<file path="src/rtl/ioport_reader_pkg.sv">
// Shared constants for the port input block: register map, idle pin level and
// synchroniser depth bounds.
package ioport_reader_pkg;

  typedef enum logic [1:0] {
    ADDR_PIN  = 2'd0,
    ADDR_FLAG = 2'd1,
    ADDR_MASK = 2'd2,
    ADDR_POL  = 2'd3
  } reg_addr_e;

  localparam logic [7:0] PIN_IDLE        = 8'hFF;
  localparam int         SYNC_STAGES_MIN = 2;
  localparam int         SYNC_STAGES_MAX = 4;

endpackage

</file>
<file path="src/rtl/ioport_reader_pin_sync.sv">
// One port bit: flop-chain synchroniser, optional 3-sample agreement filter
// (IOPORT_READER_GLITCH_FILTER_EN), previous-value flop and edge outputs.
module pin_sync
  import ioport_reader_pkg::*;
#(
  parameter int SYNC_STAGES = 2
) (
  input  logic clock,
  input  logic reset_n,
  input  logic pin,
  output logic value,
  output logic rise,
  output logic fall
);

  if (SYNC_STAGES < SYNC_STAGES_MIN || SYNC_STAGES > SYNC_STAGES_MAX) begin : g_bad_depth
    $error("pin_sync: SYNC_STAGES out of range");
  end

  logic [SYNC_STAGES-1:0] chain;
  logic                   sync;
  logic                   level;
  logic                   prev;

  // Every stage resets high so a released reset with idle-high pins sees no edge.
  // NOTE: sequential state uses non-blocking (<=) so all flops sample together.
  always_ff @(posedge clock or negedge reset_n) begin
    if (!reset_n) chain <= '1;
    else          chain <= {chain[SYNC_STAGES-2:0], pin};
  end

  assign sync = chain[SYNC_STAGES-1];

`ifdef IOPORT_READER_GLITCH_FILTER_EN
  logic [1:0] hist;
  logic       filt_q;

  // Current sample plus two held samples must agree before the level moves.
  assign level = (sync == hist[0] && sync == hist[1]) ? sync : filt_q;

  always_ff @(posedge clock or negedge reset_n) begin
    if (!reset_n) begin
      hist   <= 2'b11;
      filt_q <= 1'b1;
    end else begin
      hist   <= {hist[0], sync};
      filt_q <= level;
    end
  end
`else
  assign level = sync;
`endif

  always_ff @(posedge clock or negedge reset_n) begin
    if (!reset_n) prev <= 1'b1;
    else          prev <= level;
  end

  assign value = level;
  assign rise  = level & ~prev;
  assign fall  = ~level & prev;

endmodule

</file>
<file path="src/rtl/ioport_reader.sv">
// Port input block: pin read-back, edge-triggered interrupt flags with mask and
// polarity, active-low interrupt. Optional filter: IOPORT_READER_GLITCH_FILTER_EN.
module ioport_reader
  import ioport_reader_pkg::*;
#(
  parameter int SYNC_STAGES = 2
) (
  input  logic       clock,
  input  logic       reset_n,
  input  logic [7:0] pins,
  input  logic [7:0] data_ddr,
  input  logic [7:0] data_port,
  input  logic [1:0] addr,
  input  logic       re,
  input  logic       we,
  input  logic [7:0] data_in,
  output logic [7:0] data_out,
  output logic       irq_n
);

  logic [7:0] sync_val, rise, fall;
  logic [7:0] flag, mask, pol;
  logic [7:0] hit, clr, flag_next, mask_next, pol_next;
  logic [7:0] pin_value, rd_value;
  reg_addr_e  sel;

  for (genvar i = 0; i < 8; i++) begin : g_bit
    pin_sync #(.SYNC_STAGES(SYNC_STAGES)) u_sync (
      .clock  (clock),
      .reset_n(reset_n),
      .pin    (pins[i]),
      .value  (sync_val[i]),
      .rise   (rise[i]),
      .fall   (fall[i])
    );
  end

  assign sel = reg_addr_e'(addr);

  // NOTE: every always_comb output gets a default first so no latch is inferred.
  always_comb begin
    hit       = ~data_ddr & ((pol & rise) | (~pol & fall));
    pin_value = (data_ddr & data_port) | (~data_ddr & sync_val);

    clr = '0;
    if (we && sel == ADDR_FLAG) clr = clr | data_in;
    if (re && sel == ADDR_FLAG) clr = clr | flag;
    // Set is OR-ed in last so a same-cycle edge survives any clear.
    flag_next = (flag & ~clr) | hit;

    mask_next = (we && sel == ADDR_MASK) ? data_in : mask;
    pol_next  = (we && sel == ADDR_POL)  ? data_in : pol;

    rd_value = '0;
    case (sel)
      ADDR_PIN:  rd_value = pin_value;
      ADDR_FLAG: rd_value = flag;
      ADDR_MASK: rd_value = mask;
      ADDR_POL:  rd_value = pol;
      default:   rd_value = '0;
    endcase
  end

  always_ff @(posedge clock or negedge reset_n) begin
    if (!reset_n) begin
      flag     <= '0;
      mask     <= '0;
      pol      <= '0;
      data_out <= '0;
      irq_n    <= 1'b1;
    end else begin
      flag  <= flag_next;
      mask  <= mask_next;
      pol   <= pol_next;
      if (re) data_out <= rd_value;
      // Built from next-state values so clears and mask writes act at their own edge.
      irq_n <= ~|(flag_next & mask_next);
    end
  end

endmodule

</file>
<file path="config.mk">
export PLATFORM = sky130hd
export DESIGN_NAME = ioport_reader
export DESIGN_NICKNAME = d
export VERILOG_FILES = /design/src/rtl/ioport_reader_pkg.sv /design/src/rtl/ioport_reader_pin_sync.sv /design/src/rtl/ioport_reader.sv
export SDC_FILE = /design/constraint.sdc
export NUM_CORES = 1
export LEC_CHECK = 0
export CAP_MARGIN = 30
export CELL_PAD_IN_SITES_DETAIL_PLACEMENT = 0
export CELL_PAD_IN_SITES_GLOBAL_PLACEMENT = 1
export CORE_AREA = 5 5 85 87
export DETAILED_ROUTE_END_ITERATION = 8
export DIE_AREA = 0 0 90 92
export PLACE_DENSITY_LB_ADDON = 0.1
export REMOVE_ABC_BUFFERS = 1
export SLEW_MARGIN = 15
export SYNTH_ARGS = -nofsm -noshare
export SYNTH_HDL_FRONTEND = slang
export SYNTH_HIERARCHICAL = 1
export SYNTH_SLANG_ARGS = --single-unit
</file>
<file path="constraint.sdc">
create_clock -name clock -period 1.9 [get_ports clock]
set_input_delay 0.38 -clock clock [delete_from_list [all_inputs] [get_ports clock]]
set_output_delay 0.38 -clock clock [all_outputs]
set_load 0.005 [all_outputs]
</file>
==> qor.log <==
[worst_setup_path] library cell contributing the largest single delay on the critical path dfstp_2
[timing] final period utilization 1.03
[synth] post-synthesis xor/xnor area fraction 0
[cts] worst-case clock buffer depth 2
[die] Die H 92 um
[cells_and_area] number of nets in the layout 305
[global_routing] number of antenna violations at the first check in global routing 0
[worst_setup_path] CP peak stage delay 550 ps
[synth] post-synthesis compound-gate area fraction 0.0410
[cells_and_area] number of non-filler instances in the completed layout 349
[timing] post-route setup slack -48.4 ps
[synth] share of the synthesized area in the top cell type 0.312
[cells_and_area] post-synthesis to final-layout area growth 39.6%
[cells_and_area] area of all sequential standard cells 1460 um2
[timing] maximum clock skew at final layout 7.16 ps
[synth] number of distinct library cells after synthesis 19
[hold_path] class of the tightest hold or removal check in -> async
[worst_setup_path] cell-by-cell trace of the critical path and2b_2 -> mux2_2 -> a222oi_1 -> o22ai_1 -> nor4_2
[cells_and_area] multi-input logic area 981 um2
[synth] most instantiated flip-flop cell in the synthesis netlist dfrtp_1
[timing] final number of hold-violating endpoints 0
[routing] total iterations of the first detailed-routing run 7
[routing] drt first-iter violations 99
[global_routing] grt total ovfl 0
[global_routing] Total Routing Usage GR 0.148
[place] global placement routability congestion 0.800
[synth] multiplexer area fraction after synthesis 0.242
[power] maximum VDD drop 0.536 mV
[synth] Mapped Cells 183
[cells_and_area] fraction of final layout cells sized beyond drive strength 1 0.467
[worst_setup_path] critical path capture point type flop
[routing] post-DR wirelength/cell 15.9 um
[cts] count of H-tree levels built during CTS 3
[cts] number of buffers created by CTS 9
[power] Lkg Pwr 1.59 nW
[worst_setup_path] Arrival @ worst endpoint 2200 ps
[routing] final WL 5.55 mm
[synth] number of synthesized flops with an enable pin 0
[worst_setup_path] kind of critical path reg -> reg
[cells_and_area] final antenna diode count 0
[global_routing] number of global-route vias before repair 1981
[place] count of input and output buffers 46
[routing] vias per cell 5.00
[timing] fin crit period 1950 ps
[die] area of the die 8280 um2
[synth] #FFs+latches synth 57
[timing] max_slew headroom 0.695
[synth] Yosys warning total 6
[synth] area leader, netlist dfrtp_1
[synth] adder and majority gate portion of the synthesized area 0
[cts] clock tree from TritonCTS built
[synth] fraction of the mapped netlist area in simple logic gates 0.0956
[cts] CTS Hold Buffers Added 0
[synth] mean instance size in the synthesized netlist 14.0 um2
[power] power density over cell area 975 nW/um2
[outcome] violated checks setup timing
[synth] sequential cell area fraction in the yosys report 0.568
[global_routing] maximum number of pins on one net before global-route repair 58
[die] Top Ports 47
[worst_setup_path] maximum fanout along the worst path 4
[flow_run] number of max-capacitance violations reported 0
[routing] ANT nets after route 0
[cts] CTS root buf clkbuf_8
[timing] top achievable clock speed 0.513 GHz
[synth] main combinational cell family by area after synthesis multiplexers
[synth] list of most frequent post-synthesis cells 32 x dfrtp_1, 32 x mux2_2, 25 x dfstp_2
[timing] final number of setup-violating endpoints 1
[cts] Worst-Skew Late Latency 340 ps
[place] detailed-placement wirelength estimate 3.90 mm
[cells_and_area] final-layout fill cell count 519
[synth] cell types with the largest area share after synthesis dfrtp_1 31%, dfstp_2 26%, mux2_2 14%, mux4_2 7.0%, nor2b_1 3.7%
[worst_setup_path] Critical Path Start Type flop
[outcome] result of the run complete, but fails checks
[worst_setup_path] CP Data Required Time 2150 ps
[timing] setup TNS after final layout -48.4 ps
[place] Cell Count Post-Placement 328
[timing] setup repair after global routing missed its margin true
[timing] Slew Limit Fails 0
[synth] asr flop ratio synth 1.00
[die] overall die width 90 um
[die] initial core utilization 0.409
[die] floorplan core area 6280 um2
[routing] DRC 0
[synth] post-synthesis instance area 2570 um2
[cts] clock-pin slew on the worst setup and hold paths 70 ps
[cts] Clock Sink Count 57
[die] placement row count 29
[timing] slew at the pin closest to its max-slew limit 457 ps
[global_routing] global-route wire length before repair 9.62 mm
[routing] via count of the routed design 1746
worst max-delay path, delay by kind of cell, from the launching register on:
family | cells | cell delay (ps)
flops | 1 | 550
mux | 1 | 260
simple gates | 2 | 480
compound gates | 2 | 580
per-layer routing:
layer,wire (um),global-route usage
met5,0,0
met4,115,0.0670
met3,363,0.0516
met2,2720,0.242
met1,2360,0.178
stage by stage:
step / util / total power [mW] / hold WS [ps] / area, um2 / setup WS [ps]
5_1_grt: 0.571 / 3.68 / 53.1 / 3580 / -108
4_1_cts: 0.569 / 3.55 / 34.2 / 3570 / 6.55
3_3_place_gp: 0.527 / 2.19 / 345 / 3310 / -271
2_1_floorplan: - / 1.83 / 84.4 / 2520 / 183
6_report: 0.571 / 3.49 / 34.7 / 3580 / -48.4
3_5_place_dp: 0.527 / 2.21 / 347 / 3310 / -376
power breakdown:
group	internal [mW]	leakage (nW)	switching (mW)
registers	1.41	0.631	0.105
clock network	0.775	0.105	0.500
logic	0.465	0.855	0.240
total	2.65	1.59	0.845
flip-flops by register name, indices dropped and copies added (netlist names):
register	flops
g_bit.u_sync/chain	16
flag	8
irq_n	1
pol	8
g_bit.u_sync/prev	8
data_out	8
mask	8
timing repair:
action / in CTS / in global routing
cloned: 0 / 0
gates resized for setup: 1 / 2
setup endpoints to repair: 1 / 2
pin swaps: 6 / 5
setup buffers: 5 / 1
kinds of logic (layout without fill, tap and decap cells):
family,count (synthesis),in the layout
simple gates,36,36
mux,48,48
compound gates,12,12
flops,57,57
buf+inv,30,119
final cells by class:
class | instances | share of cell area
Timing Repair Buffer | 79 | 0.203
Multi-Input combinational cell | 96 | 0.274
Clock buffer | 10 | 0.0384
Tap cell | 77 | 0.0269
Inverter | 24 | 0.0251
Clock inverter | 6 | 0.0255
Sequential cell | 57 | 0.407
final timing paths:
| check | start | endpoint | slack, ps | depth (start not counted) |
|---|---|---|---|---|
| worst max-delay path | g_bit[7].u_sync/chain[1]$_DFF_PN1_ | irq_n$_DFF_PN1_ | -50 | 5 |
| worst min-delay path | reset_n | mask[2]$_DFF_PN0_ | 30 | 2 |
| worst max register to register | g_bit[7].u_sync/chain[1]$_DFF_PN1_ | irq_n$_DFF_PN1_ | -50 | 5 |
| worst min register to register | g_bit[3].u_sync/chain[0]$_DFF_PN1_ | g_bit[3].u_sync/chain[1]$_DFF_PN1_ | 360 | 0 |
| max in group asynchronous | reset_n | g_bit[6].u_sync/chain[1]$_DFF_PN1_ | 1560 | 2 |
| min in group clock | g_bit[3].u_sync/chain[0]$_DFF_PN1_ | g_bit[3].u_sync/chain[1]$_DFF_PN1_ | 360 | 0 |
layout by cell type (no fill, tap or decap), types with 3 or more instances in the layout:
cell type        synthesis  final
a222oi_1                 8      8
and2b_2                  8      8
buf_4                    2     31
clkbuf_8                 0     10
clkdlybuf4s50_1          0     45
clkinvlp_4               0      3
dfrtp_1                 32     32
dfstp_2                 25     25
inv_1                   24     24
mux2_2                  32     31
mux2i_1                  8      7
mux4_2                   8      8
nand2_1                  8      8
nor2b_1                 15     15
o22ai_1                  4      4
No activity file was read; power rests on OpenSTA's default activity.
